## src/rtl/fetch.sv

```systemverilog
// Fetch stage: holds the fetch PC, issues single-outstanding reads
// to instruction memory and offers one registered instruction to decode.
module fetch #(
  parameter logic [31:0] RESET_PC = 32'h0,
  parameter logic [31:0] NOP      = 32'h8000_0000
) (
  input  logic        clock,
  input  logic        reset_n,
  input  logic        hold,
  input  logic        is_pc_changing,
  input  logic        redirect_valid,
  input  logic [31:0] redirect_pc,
  output logic [31:0] mem_address,
  output logic        mem_read,
  input  logic        mem_waitrequest,
  input  logic [31:0] mem_readdata,
  input  logic        mem_readdatavalid,
  output logic [31:0] instruction,
  output logic [31:0] pc
);

  localparam logic [1:0] S_REQUEST   = 2'd0;
  localparam logic [1:0] S_WAIT_DATA = 2'd1;
  localparam logic [1:0] S_DRAIN     = 2'd2;
  localparam logic [1:0] S_STOPPED   = 2'd3;

  logic [1:0]  state_q, state_d;
  logic        drain_stop_q, drain_stop_d;
  logic [31:0] fetch_pc_q, fetch_pc_d;
  logic [31:0] req_pc_q, req_pc_d;
  logic        slot_valid_q, slot_valid_d;
  logic [31:0] instr_q, instr_d;
  logic [31:0] pc_q, pc_d;
  logic        skid_valid_q, skid_valid_d;
  logic [31:0] skid_instr_q, skid_instr_d;
  logic [31:0] skid_pc_q, skid_pc_d;

  logic accept;
  logic resp;
  logic pending;
  logic free;
  logic flush;

  // Reset gates the request so memory sees nothing while the core is held.
  assign mem_read    = reset_n & (state_q == S_REQUEST) & ~skid_valid_q;
  assign mem_address = fetch_pc_q;
  assign instruction = instr_q;
  assign pc          = pc_q;

  assign accept  = mem_read & ~mem_waitrequest;
  assign resp    = mem_readdatavalid & (state_q == S_WAIT_DATA);
  assign free    = ~slot_valid_q | ~hold;
  assign flush   = is_pc_changing & ~hold;
  assign pending = accept
                 | (((state_q == S_WAIT_DATA) | (state_q == S_DRAIN))
                    & ~mem_readdatavalid);

  always_comb begin
    state_d      = state_q;
    drain_stop_d = drain_stop_q;
    fetch_pc_d   = fetch_pc_q;
    req_pc_d     = req_pc_q;
    slot_valid_d = slot_valid_q;
    instr_d      = instr_q;
    pc_d         = pc_q;
    skid_valid_d = skid_valid_q;
    skid_instr_d = skid_instr_q;
    skid_pc_d    = skid_pc_q;

    unique case (state_q)
      S_REQUEST: begin
        if (accept) begin
          state_d    = S_WAIT_DATA;
          fetch_pc_d = fetch_pc_q + 32'd1;
          req_pc_d   = fetch_pc_q;
        end
      end
      S_WAIT_DATA: begin
        if (mem_readdatavalid) state_d = S_REQUEST;
      end
      S_DRAIN: begin
        if (mem_readdatavalid)
          state_d = drain_stop_q ? S_STOPPED : S_REQUEST;
      end
      S_STOPPED: begin
        state_d = S_STOPPED;
      end
    endcase

    if (free) begin
      if (skid_valid_q) begin
        slot_valid_d = 1'b1;
        instr_d      = skid_instr_q;
        pc_d         = skid_pc_q;
        skid_valid_d = 1'b0;
      end else if (resp) begin
        slot_valid_d = 1'b1;
        instr_d      = mem_readdata;
        pc_d         = req_pc_q;
      end else begin
        slot_valid_d = 1'b0;
        instr_d      = NOP;
      end
    end

    if (resp && (!free || skid_valid_q)) begin
      skid_valid_d = 1'b1;
      skid_instr_d = mem_readdata;
      skid_pc_d    = req_pc_q;
    end

    if (flush) begin
      skid_valid_d = 1'b0;
      slot_valid_d = 1'b0;
      instr_d      = NOP;
      state_d      = pending ? S_DRAIN : S_STOPPED;
      drain_stop_d = 1'b1;
    end

    // Redirect wins over flush and over data returning this cycle.
    if (redirect_valid) begin
      fetch_pc_d   = redirect_pc;
      skid_valid_d = 1'b0;
      slot_valid_d = 1'b0;
      instr_d      = NOP;
      state_d      = pending ? S_DRAIN : S_REQUEST;
      drain_stop_d = 1'b0;
    end
  end

  always_ff @(posedge clock or negedge reset_n) begin
    if (!reset_n) begin
      state_q      <= S_REQUEST;
      drain_stop_q <= 1'b0;
      fetch_pc_q   <= RESET_PC;
      req_pc_q     <= RESET_PC;
      slot_valid_q <= 1'b0;
      instr_q      <= NOP;
      pc_q         <= RESET_PC;
      skid_valid_q <= 1'b0;
      skid_instr_q <= NOP;
      skid_pc_q    <= RESET_PC;
    end else begin
      state_q      <= state_d;
      drain_stop_q <= drain_stop_d;
      fetch_pc_q   <= fetch_pc_d;
      req_pc_q     <= req_pc_d;
      slot_valid_q <= slot_valid_d;
      instr_q      <= instr_d;
      pc_q         <= pc_d;
      skid_valid_q <= skid_valid_d;
      skid_instr_q <= skid_instr_d;
      skid_pc_q    <= skid_pc_d;
    end
  end

endmodule
```

## config.mk

```make
export PLATFORM = sky130hd
export DESIGN_NAME = fetch
export DESIGN_NICKNAME = d
export VERILOG_FILES = /design/src/rtl/fetch.sv
export SDC_FILE = /design/constraint.sdc
export NUM_CORES = 1
export LEC_CHECK = 0
export ABC_CLOCK_PERIOD_IN_PS = 4300
export CAP_MARGIN = 25
export CORE_ASPECT_RATIO = 0.7
export CORE_UTILIZATION = 47
export DETAILED_ROUTE_END_ITERATION = 10
export PLACE_DENSITY = 0.75
export SLEW_MARGIN = 20
export SYNTH_ARGS = -nofsm -noshare
export SYNTH_HDL_FRONTEND = slang
export SYNTH_SLANG_ARGS = --single-unit
export TNS_END_PERCENT = 5
```

## constraint.sdc

```tcl
create_clock -name clock -period 4.3 [get_ports clock]
set_input_delay 0.86 -clock clock [delete_from_list [all_inputs] [get_ports clock]]
set_output_delay 0.86 -clock clock [all_outputs]
set_load 0.02 [all_outputs]
```

* Word-level counts from Yosys, hierarchy flattened *
Cells that the tools add are included.
W data, S select, Z words.

storage, ports and cells
  latch bits = 0
  bits in registers = 197
  memories = 0
  RAM bits = 0
  logic and storage cells = 75
  memory bits (read-only) = 0
  input port bits = 71

operators by class
  mux-type cells = 30
  $lt $le $gt $ge = 0
  $add $sub $neg = 1
  reduce and logical (&&, ||, !) cells = 14
  equal/unequal tests = 6
  bitwise logic cells = 14
  multipliers = 0
  shift operators = 0
  div/mod/pow operators = 0

operators with widths
  operator                 number
  $mux W32                 10
  $add A32 B1 Y32 const B  1
  $mux W2                  7
  $mux W1                  12
  $ne A4 B4 Y1 const B     3
  $pmux W2 S4              1
  $reduce_bool A2 Y1       4
  $and A1 B1 Y1            6
  $reduce_and A2 Y1        3
  $not A1 Y1               5
  $eq A2 B2 Y1 const B     2
  $reduce_bool A4 Y1       1
  $or A1 B1 Y1             3
  $reduce_and A3 Y1        1
  $reduce_bool A3 Y1       1
  $eq A2 B1 Y1 const B     1
  $logic_not A2 Y1         1
  $logic_and A1 B1 Y1      1
  $logic_not A1 Y1         1
  $logic_or A1 B1 Y1       1

* Longest topological paths before layout *
  word-level depth = 8
  depth in mapped cells = 8
  gate-level depth less buffers = 6

* Worst setup path before layout *
No wires, ideal clock.

  path kind = register -> output
  start = register skid_valid_q
  end = output port mem_read
  required time = 3440 ps
  path buffers = 3
  cell stages (with the launch flop) = 5
  path slack = 1988 ps
  arrival = 1452 ps
  cells stage by stage = dfrtp_1 -> clkbuf_1 -> buf_2 -> buf_1 -> and3b_1

between the ends
  longest elaborated chain between the ends = 2

ends and longest elaborated chain
  what                    RTL line  text
  start, declared         34        logic skid_valid_q, skid_valid_d;
  start signal, assigned  151       skid_valid_q <= skid_valid_d;
  $not A1 Y1              45        assign mem_read = reset_n & (state_q == S_REQUEST) & ~skid_valid_q;
  $and A1 B1 Y1           45
  end, declared           14        output logic mem_read,

Every way passes these cells.

* Worst setup path in the final report *
  start = input port reset_n
  end = output port mem_read

between the ends
  longest elaborated chain between the ends = 2

ends and longest elaborated chain
  what                        RTL line  text
  start, declared             8         input logic reset_n,
  $and A1 B1 Y1 (2 in a row)  45

Every way passes these cells.

==> reports/results.ini <==
[sta]
rsz0062_at_grt=false
fmax_mhz=332
setup_tns_ns=0
min_period_ns=3.01
slew_headroom=0.480
worst_slack_ns=1.29
finClkSkew_ns=0.0130
worstMarginPinSlew_ns=0.780
finalCritPeriodShare=0.701
final-hold-violation-count=0
setup_violations=0
drv_slew=0

[grt]
grt_pass1_wl_mm=33.1
grt-ovfl-total=0
grt_max_degree=75
antenna_found_initial=1
grt_pass1_vias=6230
track_usage=0.227

[floorplanning]
io_pins=168
chipWidth_um=165
core_area_um2=18100
floorplan.initialDensity=0.482
dieHeight_um=116
die-area_um2=19100
rows=41

[logic_synthesis]
ys_top_cells_by_count=dfrtp_1 (195), nand2_1 (145), mux2_2 (65), mux2i_1 (65), nor2_1 (60)
synthDistinctLibCells=45
yosysWarnings=0
synth.area.top_cells=dfrtp_1 (56%), mux2_2 (8.4%), mux2i_1 (7.5%)
ys.flop_type=dfrtp_1
syn_area_um2=8720
yosysMostFrequentCell=dfrtp_1
ys_seq_area_frac=0.565
synth_top_cell_by_area=dfrtp_1
async_flop_share=1.00
postSynthAreaPerCell_um2=10.8
synth_fp_nets=886
syn_inst=810
synth_seq_cells=197
yosys.area.top_type_share=0.559
synth_edf_count=0

[place]
place_congestion=0.845
dp.final_hpwl_mm=13.6
portBuffers=167
place_area_um2=10600
place_ws_ns=1.21

[flow_run]
drv_cap=0

[clock_network]
htreeDepth=4
ctsRootBufferMaster=clkbuf_16
cts_buffers=17
hold_buffers=0
clockBufferDepth=2
clkLatencyLatePin_ns=0.43
cts_tree=done
cts_resized=0
cts_sinks=197
path_clk_slew_ns=0.08
post_cts_buffers=0

[critical_path]
critPathRequiredTime_ns=3.44
cp.arrival_ns=2.15
worstSetupStartpoint=reset_n
rr_startpoint=skid_valid_q$_DFFE_PN0P_
setup.worst_path.class=in2out
crit_path_end_kind=primary output
cp-start-kind=primary input
critPathMaxFanout=66

[routing]
post-route-drc-count=0
vias_per_cell=5.47
drt_iter0_drc=470
wl_per_cell_um=16.9
drt-total-wl_mm=20.4
dr.pass1.iters=4
ant_nets=0
vias=6598

[layout]
area.growth.synth_to_final_pct=28.6
finalInstanceArea_um2=11200
n_fill_cell=1474
final_core_util=0.620
drive_gt1_frac=0.123
register_area_um2=4940
multiInputGateArea_um2=3580
nNetsFinal=1032

[power]
p_per_area_nw_per_um2=520
ir_drop_uv=317
p_leak_nw=4.87
p_total_mw=5.83

[hold_path]
hp-class=in2async

[outcome]
status=completed

[cell type report]
type,count,area share
Clock inverter,12,0.0124
Sequential cell,197,0.440
Timing Repair Buffer,179,0.159
Inverter,7,0.00234
Clock buffer,20,0.0407
Multi-Input combinational cell,554,0.319
Antenna cell,1,0.000223
Tap cell,236,0.0263
[per-stage QoR]
step	std cells	hold WS, ns
2_1_floorplan	810	0.463
3_3_place_gp	1172	0.463
5_1_grt	1206	0.445
6_report	1206	0.416
4_1_cts	1204	0.422
3_5_place_dp	1172	0.470
[final timing paths]
check | slack, ns | depth (start not counted) | end
worst min-delay path | 0.42 | 1 | instruction[16]$_DFFE_PN0P_
worst min register to register | 0.48 | 2 | instruction[23]$_DFFE_PN0P_
min in group clock | 0.48 | 2 | instruction[23]$_DFFE_PN0P_
max in group asynchronous | 2.69 | 2 | req_pc_q[3]$_DFFE_PN0P_
worst max-delay path | 1.29 | 3 | mem_read
worst max register to register | 1.82 | 4 | mem_address[29]$_DFFE_PN0P_
[layer usage]
metal | vias to the layer above | global-route usage | wire length [um]
met5 | - | 0 | 0
met4 | 0 | 0.0893 | 404
met3 | 27 | 0.0476 | 1270
met2 | 202 | 0.329 | 9060
met1 | 3247 | 0.333 | 9700
li1 | 3122 | - | -
[worst max-delay path: stages]
cell             delay [ns]
clkbuf_8               0.44
and3b_1                0.23
clkdlybuf4s50_1        0.60
[cell usage in the layout, fill, tap and decap left out, types with 3 or more instances in the layout]
cell | Yosys | final
nor2_1 | 60 | 59
nand4_1 | 11 | 11
or3_1 | 7 | 7
dfrtp_1 | 195 | 194
and4_1 | 7 | 7
or4_1 | 10 | 10
mux2_2 | 65 | 65
clkbuf_8 | 0 | 3
and2_1 | 4 | 4
nand3_1 | 17 | 16
clkbuf_16 | 0 | 17
xor2_1 | 10 | 10
o21ai_0 | 56 | 56
nand2_1 | 145 | 145
a31oi_1 | 16 | 16
inv_1 | 6 | 6
clkdlybuf4s50_1 | 0 | 166
inv_6 | 0 | 6
and3_1 | 6 | 6
buf_4 | 1 | 11
o31ai_1 | 9 | 9
mux2i_1 | 65 | 65
a21oi_1 | 38 | 37
ha_1 | 5 | 5
[flip-flops by register name, indices dropped and copies added (netlist names)]
signal,flops
mem_address,32
skid_valid_q,1
drain_stop_q,1
slot_valid_q,1
skid_instr_q,32
skid_pc_q,32
state_q,2
req_pc_q,32
instruction,32
pc,32
[logic make-up (layout without fill, tap and decap cells)]
group / after synthesis / in the layout / synth area share
and+or+nand+nor: 279 / 279 / 0.146
DFF: 197 / 197 / 0.565
muxes: 130 / 130 / 0.158
AOI/OAI and AO/OA: 129 / 129 / 0.0838
buffers and inverters: 59 / 218 / 0.0278
xor gates and xnor gates: 11 / 11 / 0.0110
adders and majority gates: 5 / 5 / 0.00717
other: 0 / 1 / 0
[where the power goes]
| part | switching [mW] | internal [mW] |
|---|---|---|
| Combinational | 0.831 | 0.760 |
| Sequential | 0.311 | 2.31 |
| Clock | 0.719 | 0.900 |
| Total | 1.86 | 3.97 |
Note: power is estimated with default switching activity, not from simulation.
